**config.mk**
```make
export PLATFORM = sky130hd
export DESIGN_NAME = mod_counter_flat
export DESIGN_NICKNAME = d
export VERILOG_FILES = /design/src/rtl/mod_counter_if.sv /design/src/rtl/mod_counter.sv /design/src/flat_wrapper.sv
export SDC_FILE = /design/constraint.sdc
export NUM_CORES = 1
export LEC_CHECK = 0
export BUFFER_PORTS_ARGS = -buffer_cell sky130_fd_sc_hd__buf_4
export CORE_MARGIN = 2
export CORE_UTILIZATION = 40
export DETAILED_ROUTE_END_ITERATION = 6
export PLACE_DENSITY = 0.68
export SLEW_MARGIN = 30
export SYNTH_ARGS = -nofsm -noshare
export SYNTH_HDL_FRONTEND = slang
export SYNTH_SLANG_ARGS = --single-unit
```
**constraint.sdc**
```tcl
create_clock -name clk -period 3.1 [get_ports clk]
set_clock_uncertainty 0.1 [all_clocks]
set_input_delay 0.62 -clock clk [delete_from_list [all_inputs] [get_ports clk]]
set_output_delay 0.62 -clock clk [all_outputs]
set_load 0.1 [all_outputs]
```
**src/rtl/mod_counter_if.sv**
```systemverilog
// mod_counter_if: control inputs and registered status outputs of mod_counter
// pre_tick exists only when COUNTER_PRESCALE_EN is defined.
interface mod_counter_if #(
  parameter int WIDTH = 8
);
  logic             en;
  logic             up;
  logic             mode_sat;
  logic             load;
  logic [WIDTH-1:0] load_val;
  logic [WIDTH-1:0] value;
  logic             tc;
  logic             zero;
  logic             sat;
`ifdef COUNTER_PRESCALE_EN
  logic             pre_tick;
  modport master (output en, up, mode_sat, load, load_val, input value, tc, zero, sat, pre_tick);
  modport slave  (input en, up, mode_sat, load, load_val, output value, tc, zero, sat, pre_tick);
`else
  modport master (output en, up, mode_sat, load, load_val, input value, tc, zero, sat);
  modport slave  (input en, up, mode_sat, load, load_val, output value, tc, zero, sat);
`endif
endinterface

```
**src/rtl/mod_counter.sv**
```systemverilog
// mod_counter: up/down modulo counter with load, wrap/saturate and registered tc/zero/sat flags
// Define COUNTER_PRESCALE_EN to divide the count enable by PRESCALE (adds pre_tick).
module mod_counter #(
  parameter int     WIDTH     = 8,
  parameter longint MODULUS   = 256,
  parameter int     RESET_VAL = 0,
  parameter int     PRESCALE  = 4
) (
  input  logic         clk,
  input  logic         reset,
  mod_counter_if.slave bus
);
  localparam logic [WIDTH-1:0] TOP = WIDTH'(MODULUS - 1);
  localparam logic [WIDTH-1:0] RV  = WIDTH'(RESET_VAL);
  if (WIDTH < 1 || WIDTH > 32) begin : g_bad_width
    $error("mod_counter: WIDTH %0d out of range 1..32", WIDTH);
  end
  if (MODULUS < 2 || MODULUS > (longint'(1) << WIDTH)) begin : g_bad_modulus
    $error("mod_counter: MODULUS %0d out of range 2..2**WIDTH", MODULUS);
  end
  if (RESET_VAL < 0 || longint'(RESET_VAL) >= MODULUS) begin : g_bad_reset
    $error("mod_counter: RESET_VAL %0d must be below MODULUS", RESET_VAL);
  end
  if (PRESCALE < 2) begin : g_bad_prescale
    $error("mod_counter: PRESCALE %0d must be at least 2", PRESCALE);
  end
  logic [WIDTH-1:0] r_value;
  logic             r_tc;
  logic             r_zero;
  logic             r_sat;
  logic [WIDTH-1:0] w_next;
  logic [WIDTH-1:0] w_load;
  logic             w_step;
  logic             w_bound;
  logic             w_wrap;
  logic             w_block;
`ifdef COUNTER_PRESCALE_EN
  localparam int PW = PRESCALE > 2 ? $clog2(PRESCALE) : 1;
  localparam logic [PW-1:0] PLAST = PW'(PRESCALE - 1);
  logic [PW-1:0] r_pre;
  logic          r_pre_tick;
  always_ff @(posedge clk)
    if (!reset || bus.load) begin
      r_pre      <= '0;
      r_pre_tick <= 1'b0;
    end else begin
      if (bus.en) r_pre <= (r_pre == PLAST) ? '0 : r_pre + 1'b1;
      r_pre_tick <= w_step;
    end
  assign w_step       = bus.en & (r_pre == PLAST);
  assign bus.pre_tick = r_pre_tick;
`else
  assign w_step = bus.en;
`endif
  // compare in WIDTH+1 bits so a full-range MODULUS cannot overflow the bound
  always_comb begin
    w_bound = bus.up ? (r_value == TOP) : (r_value == '0);
    w_wrap  = w_step & w_bound & ~bus.mode_sat;
    w_block = w_step & w_bound & bus.mode_sat;
    w_next  = (!w_step || w_block) ? r_value
            : w_wrap ? (bus.up ? '0 : TOP)
            : bus.up ? r_value + 1'b1 : r_value - 1'b1;
    w_load  = ({1'b0, bus.load_val} > {1'b0, TOP}) ? TOP : bus.load_val;
  end
  always_ff @(posedge clk)
    if (!reset) begin
      r_value <= RV;
      r_zero  <= (RV == '0);
      r_tc    <= 1'b0;
      r_sat   <= 1'b0;
    end else if (bus.load) begin
      r_value <= w_load;
      r_zero  <= (w_load == '0);
      r_tc    <= 1'b0;
      r_sat   <= 1'b0;
    end else begin
      r_value <= w_next;
      r_zero  <= (w_next == '0);
      r_tc    <= w_wrap;
      r_sat   <= w_step ? w_block : r_sat;
    end
  assign bus.value = r_value;
  assign bus.tc    = r_tc;
  assign bus.zero  = r_zero;
  assign bus.sat   = r_sat;
endmodule

```
**src/flat_wrapper.sv**
```systemverilog
// flat-port wrapper written by rule: the top's interface ports become plain ports
module mod_counter_flat 
#(
  parameter int     WIDTH     = 8,
  parameter longint MODULUS   = 256,
  parameter int     RESET_VAL = 0,
  parameter int     PRESCALE  = 4
)
  (clk, reset, bus_en, bus_up, bus_mode_sat, bus_load, bus_load_val, bus_value, bus_tc, bus_zero, bus_sat);
  mod_counter_if #(.WIDTH(WIDTH)) bus_i ();
  input  logic clk;
  input  logic reset;
  input wire logic [$bits(bus_i.en)-1:0] bus_en;
  input wire logic [$bits(bus_i.up)-1:0] bus_up;
  input wire logic [$bits(bus_i.mode_sat)-1:0] bus_mode_sat;
  input wire logic [$bits(bus_i.load)-1:0] bus_load;
  input wire logic [$bits(bus_i.load_val)-1:0] bus_load_val;
  output wire logic [$bits(bus_i.value)-1:0] bus_value;
  output wire logic [$bits(bus_i.tc)-1:0] bus_tc;
  output wire logic [$bits(bus_i.zero)-1:0] bus_zero;
  output wire logic [$bits(bus_i.sat)-1:0] bus_sat;
  assign bus_i.en = bus_en;
  assign bus_i.up = bus_up;
  assign bus_i.mode_sat = bus_mode_sat;
  assign bus_i.load = bus_load;
  assign bus_i.load_val = bus_load_val;
  assign bus_value = bus_i.value;
  assign bus_tc = bus_i.tc;
  assign bus_zero = bus_i.zero;
  assign bus_sat = bus_i.sat;
  mod_counter #(.WIDTH(WIDTH), .MODULUS(MODULUS), .RESET_VAL(RESET_VAL), .PRESCALE(PRESCALE)) u_core (.clk(clk), .reset(reset), .bus(bus_i));
endmodule
```
==> metrics.yaml, run 1 <==
critical_path:
  reg2regPathDepth: 7
  crit_chain: "buf_4, inv_1, ha_1, a21o_1, a21oi_1, nand2_1, xor2_1, nor4b_1, o211ai_2, o311ai_2"
  cp-start-kind: "input pin"
  critPathKind: "in2reg"
  critPathMaxStageDelay_ns: 0.39
  crit_buf_inv: 2
  crit_family: "compound AO/OA/AOI/OAI gates"
  crit_path_max_fanout: 8
  worstPathRequired_ns: 3.17
  critPathCaptureType: "flip-flop"
  slowest_stage: "nor4b_1"
  crit_arrival_ns: 2.67
  cp.depth: 10
clocking:
  cts_buffers: 3
  clk_pin_slew_worst_paths_ns: 0.07
  cts_tree: "built"
  clock_latency_ns: 0.26
  postCtsSetupBuffers: 0
  cts_resized: 0
  cts_num_sinks: 11
  cts_root_buf: "clkbuf_4"
  clockBufferDepth: 2
  holdBufCountCts: 0
  htreeDepth: 1
finish:
  utilization_pct: 51.8
  final_common_cell: "buf_4"
  num-fill-cells: 246
  nets: 172
  mostFrequentLayoutCells: "26 x buf_4, 13 x nand2_1, 11 x dfxtp_1, 10 x nor2_1"
  area_growth_pct: 23.6
  fin_cells: 180
  n_antenna_cell: 0
  drive_gt1_share_pct: 29.3
  design_area_um2: 1280
floorplanning:
  ioPinCount: 25
  fp.coreArea_um2: 2480
  die_x_um: 54.9
  die_height_um: 54.9
  rows: 18
  initial_core_util_pct: 41.9
  dieArea_um2: 3020
sta:
  fmax_ghz: 0.385
  setup_tns_ns: 0
  drv_slew: 0
  max-slew-margin-rel_pct: 50.6
  fin_crit_ns: 2.60
  hold_viol: 0
  fin_crit_sh_pct: 83.9
  setup_viol: 0
  tightest_slew_ns: 0.742
  rsz0062_at_grt: "no"
placed_design:
  place_area_um2: 1260
  dpl.cell_count: 176
  gp_congestion: 0.928
  port_buffers: 24
  dpl.hpwl_mm: 2.33
routing:
  avgRoutedWirePerCell_um: 15.8
  ant_nets: 0
  initialDrtViolationCount: 31
  drc_errors: 0
  drtPass1Iterations: 4
  routed-via-count: 1085
  wirelength_mm: 2.84
  viasPerCell: 6.03
yosys:
  synth_top_cell_area_share_pct: 21.2
  yosys.area.top_type: "dfxtp_1"
  seq_area_frac_synth_pct: 21.2
  yosys_most_used_dff: "dfxtp_1"
  synth_nets: 144
  synthCells: 123
  postSynth.asyncResetShare_pct: 0
  synth_area_per_cell_um2: 8.43
  synth_edf_count: 0
  ys_types: 51
  synth_area_um2: 1040
  ys_seq_elements: 11
  synthTopCellsByArea: "dfxtp_1 21%, ha_1 7.2%, nand2_1 4.7%"
  yosysWarningCount: 0
global_routing:
  grt_overflow: 0
  grt_usage_pct: 20.7
  grt_pass1_wl_mm: 4.46
  grt_antenna_before_repair: 0
  grt_max_degree: 14
  grt_pass1_vias: 970
outcome:
  status: "completed"
min_path:
  hold_depth: 2
  hold_path.class: "reg2reg"
pwr:
  power_leakage_nw: 0.563
  power_density_nw_per_um2: 417
  peakVddDrop_mv: 0.324
job:
  cap_viol_max_count: 0
==> cell usage after synthesis (all sizes together), types with 2 or more instances <==
cell,number
a211oi,3
a21o,6
nor4,4
inv,6
or3,2
o31ai,2
or4,3
nor3,4
nand2,13
ha,6
o211a,2
nor2,10
dfxtp,11
nand4,2
buf,3
o21ai,6
a21oi,7
nand3,2
o211ai,4
xor2,3
o311ai,2
and2,4
==> stage by stage <==
stage / worst slack (ns) / hold slack [ns] / power [mW]
finish: 0.500 / 0.399 / 0.535
global route: 0.309 / 0.416 / 0.564
CTS: 0.515 / 0.398 / 0.537
detailed placement: 0.224 / 0.384 / 0.441
global placement: 0.298 / 0.381 / 0.437
floorplan: 0.110 / 0.655 / 0.371
==> cells by family after synthesis <==
family | synth area share (%)
AOI/OAI and AO/OA | 35.1
xor gates and xnor gates | 2.53
adders and majority gates | 9.17
buffers and inverters | 3.50
DFF | 21.2
muxes | 0.965
and+or+nand+nor | 27.5
==> state kept, by name, summed over array words and instances, names as in the netlist <==
signal / flops
u_core.bus.value: 8
u_core.bus.zero: 1
u_core.bus.tc: 1
u_core.bus.sat: 1
==> worst paths after layout <==
kind                            start                   to  slack, ns
setup / recovery               bus_up      u_core.bus.zero       0.50
hold / removal         u_core.bus.sat       u_core.bus.sat       0.40
setup reg to reg  u_core.bus.value[7]  u_core.bus.value[7]       0.62
hold reg to reg        u_core.bus.sat       u_core.bus.sat       0.40
==> layer usage <==
metal,up-vias,share of wire [%],track usage [%]
met5,-,0,0
met2,37,50,33.1
met4,0,0.74,3.66
met3,4,5.8,4.30
met1,514,44,28.8
li1,530,-,-
==> tightest hold or removal path: cells and delay by family (launching register included) <==
kind             cells  cell delay (ns)
flip-flops           1             0.31
AND/OR/NAND/NOR      2             0.15
==> area by class of cell <==
type | count | area [um^2] | share of cell area (%)
Clock buffer | 4 | 26.3 | 2.05
Timing Repair Buffer | 26 | 195 | 15.2
Inverter | 6 | 22.5 | 1.76
Tap cell | 30 | 37.5 | 2.93
Sequential cell | 11 | 220 | 17.2
Multi-Input combinational cell | 103 | 781 | 60.9
==> where the power goes <==
group / total (mW) / switching (mW) / internal [mW]
registers: 0.171 / 0.0186 / 0.152
clock network: 0.0951 / 0.0454 / 0.0497
logic: 0.269 / 0.176 / 0.0932
(Power assumes the default switching activity.)
==> run 2, diff against run 1 <==
--- a/config.mk
+++ b/config.mk
@@ -5,6 +5,7 @@
 export SDC_FILE = /design/constraint.sdc
 export NUM_CORES = 1
 export LEC_CHECK = 0
+export ABC_AREA = 1
 export BUFFER_PORTS_ARGS = -buffer_cell sky130_fd_sc_hd__buf_4
 export CORE_MARGIN = 2
 export CORE_UTILIZATION = 40
==> constraint.sdc (replaced) <==
create_clock -name clk -period 2.7 [get_ports clk]
set_clock_uncertainty 0.1 [all_clocks]
set_input_delay 0.54 -clock clk [delete_from_list [all_inputs] [get_ports clk]]
set_output_delay 0.54 -clock clk [all_outputs]
set_load 0.1 [all_outputs]
==> metrics.yaml, run 2 <==
yosys:
  seq_area_frac_synth_pct: 21.9
  synthCells: 169
  ys_seq_elements: 11
  yosys_most_used_dff: "dfxtp_1"
  yosys.area_share.adder_pct: 9.48
  synth_area_um2: 1000
  synth_edf_count: 0
  yosys.area.top_type: "nand2_1"
  synthMuxAreaShare_pct: 0
  synth_top_family_by_area: "simple AND/OR/NAND/NOR gates"
  synth-simple-area-share_pct: 45.0
  synthTopCellsByArea: "nand2_1 24%, dfxtp_1 22%, inv_1 9.0%"
  synth-xor-area-share_pct: 2.62
  synth_most_common_cell: "nand2_1"
  synthTopCellsByCount: "63 x nand2_1, 24 x inv_1, 14 x nor2_1"
  synth_area_per_cell_um2: 5.94
  yosysWarningCount: 0
  synth_nets: 190
  synth_top_cell_area_share_pct: 23.6
  synth-compound-area-share_pct: 11.6
  ys_types: 24
  postSynth.asyncResetShare_pct: 0
finish:
  nets: 218
  design_area_um2: 1240
  largest_reg_flops: 8
  mostFrequentLayoutCells: "63 x nand2_1, 24 x inv_1, 24 x buf_4, 14 x nor2_1"
  final_common_cell: "nand2_1"
  n_antenna_cell: 0
  area_growth_pct: 23.9
  drive_gt1_share_pct: 17.9
clocking:
  cts_buffers: 3
  holdBufCountCts: 0
  postCtsSetupBuffers: 0
  cts_root_buf: "clkbuf_4"
  clk_pin_slew_worst_paths_ns: 0.06
  cts_resized: 0
  cts_num_sinks: 11
  htreeDepth: 1
  clockBufferDepth: 2
  cts_tree: "built"
  clock_latency_ns: 0.27
floorplanning:
  fp.coreArea_um2: 2430
  die_height_um: 54.1
  initial_core_util_pct: 41.3
  ioPinCount: 25
  dieArea_um2: 2930
  die_x_um: 54.1
  rows: 18
placed_design:
  dpl.hpwl_mm: 2.13
  place_area_um2: 1220
  dp_slack_ns: 0.233
  gp_congestion: 0.865
  port_buffers: 24
critical_path:
  critPathCaptureType: "flip-flop"
  worstPathRequired_ns: 2.82
  r2r-end: "u_core.bus.zero"
  rr_startpoint: "u_core.bus.value[0]"
  critPathKind: "in2reg"
  worst-r2r-setup-slack_ns: 0.58
  crit_path_max_fanout: 8
  reg2regPathDepth: 13
  cp-start-kind: "input pin"
  crit_arrival_ns: 2.32
min_path:
  hold_depth: 2
  worstHoldEndpoint: "u_core.bus.sat"
  hold_path.startpoint: "u_core.bus.sat"
  hold_path.class: "reg2reg"
routing:
  ant_nets: 0
  drtPass1Iterations: 4
  initialDrtViolationCount: 16
  drc_errors: 0
  viasPerCell: 4.93
  routed-via-count: 1115
  wirelength_mm: 2.58
  avgRoutedWirePerCell_um: 11.4
outcome:
  status: "completed"
sta:
  fin_crit_ns: 2.19
  whs_ns: 0.368
  rsz0062_at_grt: "no"
  worst_slack_ns: 0.507
  tightest_slew_ns: 0.450
  setup_viol: 0
  drv_slew: 0
  hold_viol: 0
  fin_crit_sh_pct: 81.2
  fmax_ghz: 0.456
  max-slew-margin-rel_pct: 70.0
  setup_tns_ns: 0
pwr:
  peakVddDrop_mv: 0.323
  power_leakage_nw: 0.691
  power_density_nw_per_um2: 487
global_routing:
  grt_max_degree: 19
  grt_pass1_wl_mm: 4.00
  grt_pass1_vias: 945
  grt_antenna_before_repair: 0
  grt_usage_pct: 19.3
  grt_overflow: 0
job:
  cap_viol_max_count: 0
[run 2: cell families after synthesis]
| group | Yosys count |
|---|---|
| XOR/XNOR | 3 |
| AO/OA/AOI/OAI | 19 |
| flip-flops | 11 |
| adder cells (fa/ha/maj) | 7 |
| AND/OR/NAND/NOR | 104 |
| buffers and inverters | 25 |
[run 2: worst max path at each step]
stage	from	to	slack (ns)
finish	bus_up	u_core.bus.zero	0.51
global route	bus_up	u_core.bus.zero	0.36
CTS	bus_up	u_core.bus.zero	0.53
detailed placement	bus_up	u_core.bus.zero	0.23
global placement	bus_up	u_core.bus.zero	0.33
floorplan	u_core.bus.value[0]	u_core.bus.zero	0.09
[run 2: layout make-up]
type / instances / area [um^2]
Sequential cell: 11 / 220
Timing Repair Buffer: 24 / 180
Fill cell: 249 / 1190
Inverter: 24 / 90.1
Multi-Input combinational cell: 133 / 689
Tap cell: 30 / 37.5
Clock buffer: 4 / 26.3
[run 2: stage by stage]
step	power, mW	utilization [%]	std cells
3_3_place_gp	0.491	50.1	222
4_1_cts	0.611	51.1	226
2_1_floorplan	0.422	-	169
6_report	0.606	51.1	226
5_1_grt	0.652	51.1	226
3_5_place_dp	0.496	50.1	222
[run 2: routing by layer]
metal / vias up / track usage, % / part of all wire, %
met3: 7 / 1.67 / 2.8
li1: 596 / - / -
met5: - / 0 / 0
met4: 0 / 11.7 / 2.9
met2: 33 / 33.1 / 49
met1: 479 / 23.0 / 45
[run 2: where the power goes]
part	internal, mW	leakage (nW)	switching (mW)	total, mW
clock	0.0574	0.0150	0.0554	0.113
combinational	0.0944	0.585	0.208	0.303
sequential	0.174	0.0913	0.0164	0.191
total	0.326	0.691	0.280	0.606
[run 2: worst max-delay path, cell delays in order]
cell and delay, ns:
buf_4 0.12, inv_1 0.21, ha_1 0.34, or2_2 0.32, nand3_1 0.11, nand2_1 0.06, nand2_1 0.05, nand2_1 0.05
nand2_1 0.05, nand2_1 0.05, nand2_1 0.09, nand2_1 0.06, nor2_1 0.11, nand3_1 0.09, nand2_1 0.06
==> run 3, diff against run 2 <==
--- a/config.mk
+++ b/config.mk
@@ -5,12 +5,12 @@
 export SDC_FILE = /design/constraint.sdc
 export NUM_CORES = 1
 export LEC_CHECK = 0
-export ABC_AREA = 1
+export ABC_AREA = 0
 export BUFFER_PORTS_ARGS = -buffer_cell sky130_fd_sc_hd__buf_4
 export CORE_MARGIN = 2
 export CORE_UTILIZATION = 40
 export DETAILED_ROUTE_END_ITERATION = 6
-export PLACE_DENSITY = 0.68
+export PLACE_DENSITY = 0.7
 export SLEW_MARGIN = 30
 export SYNTH_ARGS = -nofsm -noshare
 export SYNTH_HDL_FRONTEND = slang
==> constraint.sdc (replaced) <==
create_clock -name clk -period 1.9 [get_ports clk]
set_clock_uncertainty 0.1 [all_clocks]
set_input_delay 0.38 -clock clk [delete_from_list [all_inputs] [get_ports clk]]
set_output_delay 0.38 -clock clk [all_outputs]
set_load 0.1 [all_outputs]
==> metrics.yaml, run 3 (synthesized netlist as in run 1, its figures left out) <==
finish:
  nets: 208
  largest_reg_flops: 8
  n_antenna_cell: 0
  mostFrequentLayoutCells: "58 x buf_4, 11 x nand2_1, 8 x nor2_1, 8 x dfxtp_4"
  final_common_cell: "buf_4"
  drive_gt1_share_pct: 59.7
  multi_input_area_um2: 918
  area_growth_pct: 67.7
  seq_area_um2: 250
  design_area_um2: 1740
  num-fill-cells: 182
  fin_cells: 216
sta:
  setup_tns_ns: -2.35
  worst_slack_ns: -0.348
  setup_viol: 10
  fin_crit_sh_pct: 118
  tightest_slew_ns: 0.281
  rsz0062_at_grt: "yes"
  hold_viol: 0
  max-slew-margin-rel_pct: 81.0
  fin_crit_ns: 2.25
  fmax_ghz: 0.445
  drv_slew: 0
routing:
  drtPass1Iterations: 4
  initialDrtViolationCount: 28
  avgRoutedWirePerCell_um: 17.1
  routed-via-count: 1269
  ant_nets: 0
  viasPerCell: 5.88
  drc_errors: 0
  wirelength_mm: 3.69
floorplanning:
  ioPinCount: 25
  initial_core_util_pct: 41.9
  rows: 18
  fp.coreArea_um2: 2480
  die_x_um: 54.9
  die_height_um: 54.9
  dieArea_um2: 3020
critical_path:
  crit_arrival_ns: 2.32
  slowest_stage: "or4_4"
  critPathMaxStageDelay_ns: 0.56
  worst-r2r-setup-slack_ns: -0.35
  crit_buf_inv: 0
  critPathKind: "reg2reg"
  critPathCaptureType: "flip-flop"
  worstPathRequired_ns: 1.97
  crit_path_max_fanout: 4
  crit_family: "simple AND/OR/NAND/NOR gates"
  cp-start-kind: "flip-flop"
  crit_chain: "or4_4, or3_4, and2_4, a22o_1, a221o_1, o211a_1"
clocking:
  clock_latency_ns: 0.27
  cts_root_buf: "clkbuf_4"
  htreeDepth: 1
  cts_tree: "built"
  clockBufferDepth: 2
  clk_pin_slew_worst_paths_ns: 0.07
  cts_buffers: 3
  cts_num_sinks: 11
outcome:
  status: "finished, violations left"
  violations: "setup timing"
pwr:
  peakVddDrop_mv: 0.784
  power_density_nw_per_um2: 594
  power_mw: 1.03
  power_leakage_nw: 0.783
global_routing:
  grt_usage_pct: 26.8
  grt_max_degree: 14
  grt_pass1_wl_mm: 5.79
  grt_pass1_vias: 1224
  grt_antenna_before_repair: 0
  grt_overflow: 0
placed_design:
  gp_congestion: 0.907
  dpl.hpwl_mm: 2.82
  port_buffers: 24
  place_area_um2: 1550
  dp_slack_ns: -0.565
  dpl.cell_count: 208
job:
  cap_viol_max_count: 0
min_path:
  hold_path.class: "in2reg"
-- run 3: cell count changes in the layout (fill, tap and decap cells not counted), moves of 4 or more --
cell and delta:
nand2_1 -52, buf_4 +34, inv_1 -19, nand3_1 -9
dfxtp_1 -8, dfxtp_4 +8, nor2_1 -6, a21o_1 +4
a31oi_1 -4, buf_6 +4
-- run 3: repair_timing --
| action | CTS | global route |
|---|---|---|
| hold buffers | 0 | 0 |
| hold endpoints to repair | 0 | 0 |
| buffers inserted | 4 | 3 |
| pin swaps | 7 | 17 |
| resized for setup | 9 | 18 |
| setup endpoints to repair | 10 | 11 |
-- run 3: per-layer routing --
metal  track usage (%)  up-vias  wire (um)
li1                  -      603          -
met1              33.6      621       1580
met2              47.2       39       1920
met3              6.45        6        149
met4              4.07        0         43
met5                 0        -          0
-- run 3: area by class of cell --
cell class / instances / area share, %
clock buffer: 4 / 1.51
tap: 30 / 2.16
timing repair buffer: 62 / 27.6
inverter: 6 / 1.51
multi-input combinational: 103 / 52.8
sequential: 11 / 14.4
-- run 3: power by group --
group | switching [mW] | total, mW | internal [mW]
registers | 0.0197 | 0.267 | 0.248
logic | 0.354 | 0.606 | 0.252
clock network | 0.0787 | 0.160 | 0.0813
-- run 3: final timing paths --
path	from	end	cells past startpoint
hold reg to reg	u_core.bus.sat	u_core.bus.sat	2
hold / removal	bus_load_val[0]	u_core.bus.value[0]	2
setup reg to reg	u_core.bus.value[3]	u_core.bus.value[5]	6
setup / recovery	u_core.bus.value[3]	u_core.bus.value[5]	6
-- run 3: through the flow --
step	hold slack (ns)	util (%)
finish	0.249	70.2
global route	0.238	70.2
CTS	0.249	66.3
detailed placement	0.390	62.5
global placement	0.387	62.5
floorplan	0.405	-
